==> config.mk <==
export PLATFORM = sky130hd
export DESIGN_NAME = countgen_period_meter
export DESIGN_NICKNAME = d
export VERILOG_FILES = /design/src/rtl/countgen_period_meter.sv
export SDC_FILE = /design/constraint.sdc
export NUM_CORES = 1
export LEC_CHECK = 0
export ABC_AREA = 1
export ABC_CLOCK_PERIOD_IN_PS = 6400
export BUFFER_PORTS_ARGS = -buffer_cell sky130_fd_sc_hd__buf_2
export CAP_MARGIN = 20
export CORE_MARGIN = 1.5
export CORE_UTILIZATION = 65
export CTS_BUF_LIST = sky130_fd_sc_hd__clkbuf_4 sky130_fd_sc_hd__clkbuf_8 sky130_fd_sc_hd__clkbuf_16
export CTS_CLUSTER_DIAMETER = 60
export DETAILED_ROUTE_END_ITERATION = 16
export PLACE_DENSITY = 0.95
export SYNTH_ARGS = -nofsm -noshare
export SYNTH_HDL_FRONTEND = slang
export SYNTH_SLANG_ARGS = --single-unit
==> constraint.sdc <==
create_clock -name clk -period 6.4 [get_ports clk]
set_clock_uncertainty 0.1 [all_clocks]
set_input_delay 0 -clock clk [delete_from_list [all_inputs] [get_ports clk]]
set_output_delay 0 -clock clk [all_outputs]
set_load 0.03 [all_outputs]
==> src/rtl/countgen_period_meter.sv <==
`default_nettype none
// ============================================================================
// countgen_period_meter
//   Multi-channel synchronised, deglitched input period meter with stall detect.
//   Rev 1.0 - initial release
// ============================================================================
module countgen_period_meter #(
  parameter int CHANNELS = 4,
  parameter int CNT_W    = 32,
  parameter int FILT_W   = 8
) (
  input  logic                      clk,
  input  logic                      rst_n,
  input  logic [CHANNELS-1:0]       in,
  input  logic [FILT_W-1:0]         filt_len,
  input  logic [CNT_W-1:0]          timeout,
  output logic [CHANNELS*CNT_W-1:0] period,
  output logic [CHANNELS-1:0]       valid,
  output logic [CHANNELS-1:0]       stalled
);

  typedef enum logic {
    ST_DISARMED = 1'b0,
    ST_ARMED    = 1'b1
  } state_t;

  localparam logic [FILT_W-1:0] RUN_MAX = '1;
  localparam logic [CNT_W-1:0]  CNT_MAX = '1;

  logic [FILT_W-1:0] filt_min;
  assign filt_min = (filt_len == '0) ? FILT_W'(1) : filt_len;

  for (genvar i = 0; i < CHANNELS; i++) begin : g_ch
    logic              sync1_q, sync1_d;
    logic              s_q, s_d;
    logic              f_q, f_d;
    logic              e_q, e_d;
    logic [FILT_W-1:0] run_q, run_d;
    state_t            state_q, state_d;
    logic [CNT_W-1:0]  cnt_q, cnt_d;
    logic [CNT_W-1:0]  period_q, period_d;
    logic              valid_q, valid_d;
    logic              stalled_q, stalled_d;

    always_comb begin
      sync1_d = in[i];
      s_d     = sync1_q;

      // run_q counts how many cycles s_q has held its current value
      if (sync1_q != s_q) begin
        run_d = FILT_W'(1);
      end else if (run_q != RUN_MAX) begin
        run_d = run_q + FILT_W'(1);
      end else begin
        run_d = run_q;
      end

      f_d = f_q;
      if ((run_q >= filt_min) && (s_q != f_q)) begin
        f_d = s_q;
      end
      e_d = f_d & ~f_q;

      state_d   = state_q;
      cnt_d     = cnt_q;
      period_d  = period_q;
      valid_d   = 1'b0;
      stalled_d = stalled_q;
      case (state_q)
        ST_DISARMED: begin
          if (e_q) begin
            state_d   = ST_ARMED;
            cnt_d     = CNT_W'(1);
            stalled_d = 1'b0;
          end
        end
        ST_ARMED: begin
          // an edge in the timeout cycle still reports its measurement
          if (e_q) begin
            period_d = cnt_q;
            valid_d  = 1'b1;
            cnt_d    = CNT_W'(1);
          end else if ((timeout != '0) && (cnt_q >= timeout)) begin
            state_d   = ST_DISARMED;
            stalled_d = 1'b1;
          end else if (cnt_q != CNT_MAX) begin
            cnt_d = cnt_q + CNT_W'(1);
          end
        end
        default: state_d = ST_DISARMED;
      endcase
    end

    always_ff @(posedge clk) begin
      if (!rst_n) begin
        sync1_q   <= 1'b0;
        s_q       <= 1'b0;
        f_q       <= 1'b0;
        e_q       <= 1'b0;
        run_q     <= '0;
        state_q   <= ST_DISARMED;
        cnt_q     <= '0;
        period_q  <= '0;
        valid_q   <= 1'b0;
        stalled_q <= 1'b0;
      end else begin
        sync1_q   <= sync1_d;
        s_q       <= s_d;
        f_q       <= f_d;
        e_q       <= e_d;
        run_q     <= run_d;
        state_q   <= state_d;
        cnt_q     <= cnt_d;
        period_q  <= period_d;
        valid_q   <= valid_d;
        stalled_q <= stalled_d;
      end
    end

    assign period[i*CNT_W +: CNT_W] = period_q;
    assign valid[i]                 = valid_q;
    assign stalled[i]               = stalled_q;
  end

endmodule
`default_nettype wire
# Word-level counts from Yosys, hierarchy flattened
# Cells that the tools add are included.
# classes
n_addsub	8
magnitude_cmp	8
n_eq_ne	36
n_mux	65
n_bitwise	13
reduce_logical	34
# ops
cell	n
$mux 32	16
$pmux 32 s2	4
$add 32x1->32 const B	4
$ge 32x32->1	4
$ne 32x32->1 const B	4
$mux 1	36
$add 8x1->8 const B	4
$ge 8x8->1	4
$ne 8x8->1 const B	4
$reduce_bool 32->1	1
$reduce_and 3->1	8
$ne 2x2->1 const B	8
$pmux 1 s2	8
$reduce_and 2->1	8
$ne 3x2->1 const B	4
$ne 3x3->1 const B	4
$not 1->1	9
$logic_and 1x1->1	8
$logic_not 8->1	1
$mux 8	1
$ne 1x1->1	8
$ne 2x1->1 const B	4
$reduce_bool 2->1	4
$reduce_or 2->1	4
$and 1x1->1	4
# totals
register_bits	316
in_bits	46
output_inout_bits	136
elab_cells	208

# Longest topological paths before layout
# Gate-level depths: netlist of run 1.
# depth
depth_word	6
mapped_depth	19
ltp_nobuf	18

# Worst setup path after synthesis of run 1
# Ideal clock, no wire load.
# synth_timing
kind	flip-flop to flip-flop
startpoint	register g_ch[2].cnt_q[1]
endpoint	register g_ch[2].cnt_q[2]
arrival_ps	1901
setup_slack_ps	4284
stages_incl_launch_ff	13
n_path_buf	2
period_less_slack_ps	2116
cell_sequence	dfxtp_1 > ha_1 > nand2_1 > nor2_1 > nand2_1 > nor2_1 > nand2_1 > a21oi_1 > inv_2 > buf_2 > buf_2 > a21oi_1 > nor2_1
# synth_via
elab_chain_cells	5
# synth_lines
item	line_no	source
start, declared	40	logic [CNT_W-1:0] cnt_q, cnt_d;
start signal, assigned	113	cnt_q <= cnt_d;
$add 32x1->32	87	cnt_d = cnt_q + CNT_W'(1);
$mux 32	86	end else if (cnt_q != CNT_MAX) begin
$mux 32	83	end else if ((timeout != '0) && (cnt_q >= timeout)) begin
$mux 32	79	if (e_q) begin
$pmux 32 s2	69	case (state_q)
# Several ways; a longest one is shown, not always the timed one. The select of a mux whose other input is x is not followed.
# A chain may end at the register's enable or synchronous reset.

# Worst setup path in the final report of run 1
# layout_timing
startpoint	register g_ch[1].e_q
endpoint	register g_ch[1].cnt_q[11]
# layout_via
elab_chain_cells	2
# layout_lines
item	line_no	source
start, declared	37	logic e_q, e_d;
start signal, assigned	99	e_q <= 1'b0;
start signal, assigned	110	e_q <= e_d;
$ne 3x2->1 (no source line) (tied with other cells)	n/a	
$reduce_and 3->1 (no source line) or $pmux 32 s2 (tied branches)	n/a	
end signal, assigned	113	
end, declared	40	
# Several ways; a longest one is shown, not always the timed one.

==> run summary, run 1 <==
CTS Root Cell -> clkbuf_16
Worst setup EP type -> flip-flop
die height -> 176 µm
grt ovf -> 0
Detailed Route WL -> 61.4 mm
area delta synth->final -> 12.3%
Iter 0 DRT Violations -> 2526
most used cell, CP -> nand2_1
Final period util -> 51.5%
Top Family by Delay on Critical Path -> buffers and inverters
internal power -> 3460 µW
CTS clk-pin slew, worst paths -> 0.06 ns
initial antenna violation count -> 0
CP Data Required Time -> 6.75 ns
clock net sink count -> 316
final setup vio count -> 0
CP Buf/Inv Count -> 3
placed cells -> 3424
sequential share of the synthesized area -> 32.5%
CP Data Arrival Time -> 3.65 ns
Sequential Power Share -> 44.6%
Horiz. Die Dim -> 176 µm
Via density -> 6.03
Most used DFF post-synth -> dfxtp_1
Sw Pwr -> 1170 µW
CTS max path bufs -> 3
fin cells -> 3498
Switching Fraction -> 25.2%
global-route wire length before repair -> 97.2 mm
worst path cell trace -> inv_1 > nand2_1 > clkinv_1 > nand3_1 > nand2_1 > inv_2 > nand2_1 > nand2_1 > nand2_1 > nor2_1
critical path's slowest cell -> clkinv_1
clock share of power -> 47.0%
antenna diode count -> 0
Worst Setup SP -> g_ch[1].e_q
nets@finish -> 3297
Critical Path Start Type -> flip-flop
Synthesized Nets -> 3180
Power Dens Cells -> 212 mW/mm²
Mapped Cells -> 2966
Top Ports -> 182
FF+latch count, synth -> 316
Final min period -> 3.30 ns
max_cap viols -> 0
most common cell after layout, fill and taps aside -> nand2_1
drc violations -> 0
Rows -> 63
Detailed Routing Iterations Pass 1 -> 6
most frequent cells in the layout -> nand2_1, nor2_1, a21oi_1
Crit Path Max Fanout -> 60
TritonCTS clock tree -> yes
post-synth cell types -> 40
Lkg Pwr -> 0.00988 µW
CORE AREA -> 0.0296 mm²
Final Max Tran Viols -> 0
GP Congestion -> 1.04
Cell Area, Synth -> 0.0195 mm²
Die ar. -> 0.0310 mm²
starting density of the core -> 65.9%
critical path class -> flip-flop to flip-flop
RSZ-0062 raised after global routing -> no
CP max stage delay -> 0.73 ns
Synth warnings -> 0
Sum Neg Setup Slack -> 0 ns
EDFF count, synth -> 0
vias in the first global route -> 19251
asr flop ratio synth -> 0%
share of post-route cells with drive strength above 1 -> 9.43%
Syn Area/Cell -> 6.57 µm²
total CTS buffers -> 35
Tightest Pin Transition -> 1.03 ns
worst rel slew slack -> 31.5%
status -> complete, no violations
GR Util All Layers -> 38.6%
Worst Hold Class -> input port to flip-flop
number of fill cells -> 2389
post-route ant nets -> 0
Worst-Skew Late Latency -> 0.52 ns
via count -> 21098
pin count of the biggest net entering global routing -> 106
Gate power share -> 8.4%
dpl hpwl -> 43.1 mm
max frequency -> 0.303 GHz
number of H-tree levels -> 2
hold path start -> timeout[25]
final hold violations -> 0
# port buffers -> 181
reg2reg start -> g_ch[1].e_q
Post-CTS Resized -> 0
Worst IR Drop VDD -> 0.198 mV
DR WL/cell -> 17.5 µm
per-layer routing:
layer | track usage (%) | wire length, µm
met2 | 61.9 | 27600
met1 | 50.8 | 24900
met4 | 17.2 | 2450
met3 | 6.42 | 6440
met5 | 0 | 0
kinds of logic (layout without fill, tap and decap cells):
kind of cell,after synthesis,after routing,share of synthesized area [%]
and+or+nand+nor,1472,1472,32.0
AOI/OAI and AO/OA,553,553,14.8
buffers and inverters,429,571,8.64
DFF,316,316,32.5
adders and majority gates,168,168,10.8
xor gates and xnor gates,28,28,1.26
stage by stage:
stage / instance area (µm²) / setup WS, ns / power (µW) / hold WS (ns) / util (%)
CTS: 21800 / 3.17 / 4620 / 0.0720 / 73.7
detailed placement: 20500 / 3.21 / 2470 / 0.0929 / 69.2
global placement: 20400 / 3.26 / 2450 / 0.0948 / 69.2
finish: 21900 / 3.10 / 4630 / 0.110 / 74.0
floorplan: 19500 / 4.28 / 2350 / -0.00237 / -
global route: 21900 / 2.81 / 4760 / 0.178 / 74.0
worst min-delay path, stage by stage:
cell and delay [ns]:
buf_2 0.11, nor3_1 0.06, nand3_1 0.10, nor2_1 0.08, nor2_1 0.13, a21oi_1 0.08
nor3_1 0.12
final timing paths:
path / cells past startpoint / slack, ns / endpoint
min reg2reg: 1 / 0.33 / g_ch[2].e_q
max: 10 / 3.10 / g_ch[1].cnt_q[11]
min: 7 / 0.11 / g_ch[1].stalled_q
max reg2reg: 10 / 3.10 / g_ch[1].cnt_q[11]
timing repair:
action	in CTS	in global routing
hold buffers	9	0
setup buffers	0	0
hold endpoints to repair	98	0
synthesized netlist by cell type, types with 5 or more instances:
cell type    n  area, µm²
nand2_1    621       2330
nor2_1     386       1450
a21oi_1    319       1600
dfxtp_1    316       6330
inv_1      295       1110
nand3_1    285       1430
o21ai_0    186        931
ha_1       168       2100
nor3_1      88        440
clkbuf_1    87        327
nand4_1     46        288
xor2_1      27        236
or2_2       22        138
buf_2       15       75.1
buf_1       10       37.5
a21o_1       9       67.6
a211oi_1     8       60.1
buf_4        8       60.1
nor4_1       8       50.1
a31oi_1      7       43.8
nand3b_1     7       52.6
clkinv_1     5       18.8
inv_2        5       18.8
o211ai_1     5       37.5
o21a_1       5       37.5
cell type report:
| class | instances | area, µm² | area share (%) |
|---|---|---|---|
| multi-input cells | 2221 | 11500 | 52.6 |
| flip-flops and latches | 316 | 6330 | 28.9 |
| repair buffers | 204 | 1170 | 5.36 |
| inverters | 305 | 1140 | 5.23 |
| clock buffers | 49 | 1060 | 4.85 |
| well taps | 390 | 488 | 2.23 |
| clock inverters | 13 | 185 | 0.847 |
flip-flops by register name, summed over array words and instances (netlist names):
name and count:
g_ch.stalled_q 4, g_ch.run_q 32, g_ch.state_q 4, g_ch.e_q 4, g_ch.f_q 4, g_ch.cnt_q 128, g_ch.s_q 4, g_ch.s_d 4
g_ch.period_q 128, g_ch.valid_q 4
power groups by stage:
stage / Combinational, µW / Clock [µW] / Sequential, µW
2_1_floorplan: 265 / 0 / 2080
3_5_place_dp: 366 / 0 / 2100
3_3_place_gp: 345 / 0 / 2100
4_1_cts: 374 / 2180 / 2060
6_report: 387 / 2170 / 2060
5_1_grt: 432 / 2260 / 2070
Power figures use the tool's default switching activity.
==> run 2, diff against run 1 <==
ABC_CLOCK_PERIOD_IN_PS = 3300   (was 6400)
CORE_UTILIZATION = 61   (was 65)
PLACE_DENSITY = 0.92   (was 0.95)
clock period = 3.3 ns   (was 6.4 ns; I/O delays follow)
==> run 2 against run 1 <==
Net effect:
- largest power group unchanged
- core utilization decreased by 3.9 points
- die area increased by 6.4%
- fmax grew 17%
- highest routed layer unchanged
- power grew 100%
- register-to-register slack got worse by 2.6 ns
- flip-flop and latch count did not move
==> run summary, run 2 (synthesis gave the netlist of run 1 again) <==
status -> complete, no violations
Crit path depth -> 13
vias in the first global route -> 19393
pin count of the biggest net entering global routing -> 130
Worst Setup SP -> g_ch[0].cnt_q[1]
Critical Path Start Type -> flip-flop
clock share of power -> 48.5%
Worst setup EP type -> flip-flop
nets@finish -> 3309
grt ovf -> 0
Gate power share -> 8.2%
CTS max path bufs -> 3
Rows -> 65
drc violations -> 0
CP Data Required Time -> 3.65 ns
critical path class -> flip-flop to flip-flop
antenna diode count -> 0
Via density -> 6.04
number of H-tree levels -> 2
crit path capture -> g_ch[0].cnt_q[8]
global-route wire length before repair -> 97.0 mm
Horiz. Die Dim -> 182 µm
internal power -> 6880 µW
critical path's slowest cell -> dfxtp_1
Switching Fraction -> 25.6%
Final period util -> 85.3%
Sequential Power Share -> 43.3%
Worst IR Drop VDD -> 0.369 mV
Pwr Total -> 9250 µW
GP Congestion -> 1.03
final setup vio count -> 0
Lkg Pwr -> 0.00995 µW
area delta synth->final -> 13.2%
max_cap viols -> 0
most used cell, CP -> nand2_1
CTS Root Cell -> clkbuf_16
R2R depth -> 13
Worst-Skew Late Latency -> 0.53 ns
FF-to-FF setup slack -> 0.49 ns
final hold violations -> 0
largest registers -> g_ch.cnt_q: 128 flops, g_ch.period_q: 128 flops, g_ch.run_q: 32 flops
max frequency -> 0.355 GHz
Reg-to-Reg End -> g_ch[0].cnt_q[8]
Power Dens Cells -> 419 mW/mm²
Post-CTS Resized -> 0
most common cell after layout, fill and taps aside -> nand2_1
Iter 0 DRT Violations -> 2236
Tightest Pin Transition -> 1.04 ns
starting density of the core -> 61.9%
Detailed Routing Iterations Pass 1 -> 6
Worst Hold Class -> input port to flip-flop
CP Data Arrival Time -> 3.17 ns
CP Buf/Inv Count -> 2
Final min period -> 2.81 ns
CTS clk-pin slew, worst paths -> 0.06 ns
reg2reg start -> g_ch[0].cnt_q[1]
Setup WS pre-CTS -> 0.527 ns
share of post-route cells with drive strength above 1 -> 9.86%
die height -> 182 µm
initial antenna violation count -> 0
Final Max Tran Viols -> 0
DR WL/cell -> 17.3 µm
Top Family by Delay on Critical Path -> simple AND/OR/NAND/NOR gates
post-route ant nets -> 0
total CTS buffers -> 38
dpl hpwl -> 43.9 mm
Top Ports -> 182
RSZ-0062 raised after global routing -> no
worst path cell trace -> ha_1 > nand2_1 > nor2_2 > nand2_1 > nor2_2 > inv_2 > nor3_2 > nand3_1 > nand2_1 > inv_2 > nand2_2 > nand2_1 > a21oi_1
via count -> 21282
clock net sink count -> 316
worst rel slew slack -> 30.8%
Sw Pwr -> 2370 µW
TritonCTS clock tree -> yes
CORE AREA -> 0.0315 mm²
# port buffers -> 181
hold path start -> timeout[3]
Die ar. -> 0.0330 mm²
number of fill cells -> 2538
Crit Path Max Fanout -> 58
Sum Neg Setup Slack -> 0 ns
most frequent cells in the layout -> nand2_1, nor2_1, a21oi_1
GR Util All Layers -> 35.9%
Detailed Route WL -> 60.8 mm
Setup Fix Bufs, Post-CTS -> 0
CP max stage delay -> 0.43 ns
setup ws final -> 0.486 ns
==> run 2: cell count changes in the layout (fill, tap and decap cells not counted), moves of 2 or more <==
cell / before / now
clkbuf_16: 37 / 39
clkinvlp_4: 2 / 5
buf_4: 10 / 19
clkinv_4: 2 / 4
clkbuf_8: 7 / 5
clkinv_2: 3 / 1
buf_16: 2 / 0
buf_12: 2 / 4
inv_6: 2 / 4
==> run 2: repair_timing <==
item                                    4_1_cts  5_1_grt
hold buffers                                  9        0
endpoints found under the setup margin        0        0
endpoints found under the hold margin        46        0
==> run 2: final cells by class <==
class                   count  area, µm²  share of cell area [%]
multi-input cells        2221      11500                    52.1
flip-flops and latches    316       6330                    28.7
repair buffers            213       1220                    5.56
inverters                 305       1140                    5.19
clock buffers              48       1070                    4.87
well taps                 402        503                    2.28
clock inverters            20        279                    1.27
==> run 2: power groups by stage <==
stage | clock network, µW | registers (µW) | logic (µW)
2_1_floorplan | 0 | 4040 | 513
3_3_place_gp | 0 | 4080 | 676
3_5_place_dp | 0 | 4080 | 720
4_1_cts | 4500 | 4000 | 735
5_1_grt | 4660 | 4010 | 843
6_report | 4490 | 4000 | 756
==> run 2: worst register-to-register path, stage by stage, from the launching register on <==
cell	delay, ns
dfxtp_1	0.43
ha_1	0.23
nand2_1	0.11
nor2_2	0.18
nand2_1	0.12
nor2_2	0.18
inv_2	0.08
nor3_2	0.22
nand3_1	0.10
nand2_1	0.08
inv_2	0.33
nand2_2	0.35
nand2_1	0.09
a21oi_1	0.14
==> run 2: metal layers <==
metal | share of wire [%] | vias up | wire [µm] | GRT usage, %
met5 | 0 | - | 0 | 0
met4 | 5.0 | 0 | 3060 | 17.9
met3 | 11 | 233 | 6800 | 5.56
met2 | 44 | 1263 | 26500 | 56.7
met1 | 40 | 9680 | 24500 | 47.8
li1 | - | 10106 | - | -
==> run 2: how the worst min path moves through the flow <==
stage | to | cells after the start
floorplan | g_ch[0].s_d | 2
global placement | g_ch[0].s_d | 3
detailed placement | g_ch[0].s_d | 3
CTS | g_ch[1].stalled_q | 7
global route | g_ch[1].stalled_q | 7
finish | g_ch[1].stalled_q | 7
==> run 2: per-stage QoR <==
| step | util [%] | instances | area (µm²) | hold WS (ns) |
|---|---|---|---|---|
| 2_1_floorplan | - | 2966 | 19500 | -0.00237 |
| 3_3_place_gp | 65.4 | 3447 | 20600 | 0.0978 |
| 3_5_place_dp | 65.4 | 3447 | 20600 | 0.101 |
| 4_1_cts | 70.0 | 3524 | 22000 | 0.0781 |
| 5_1_grt | 70.0 | 3525 | 22000 | 0.175 |
| 6_report | 70.0 | 3525 | 22000 | 0.0978 |
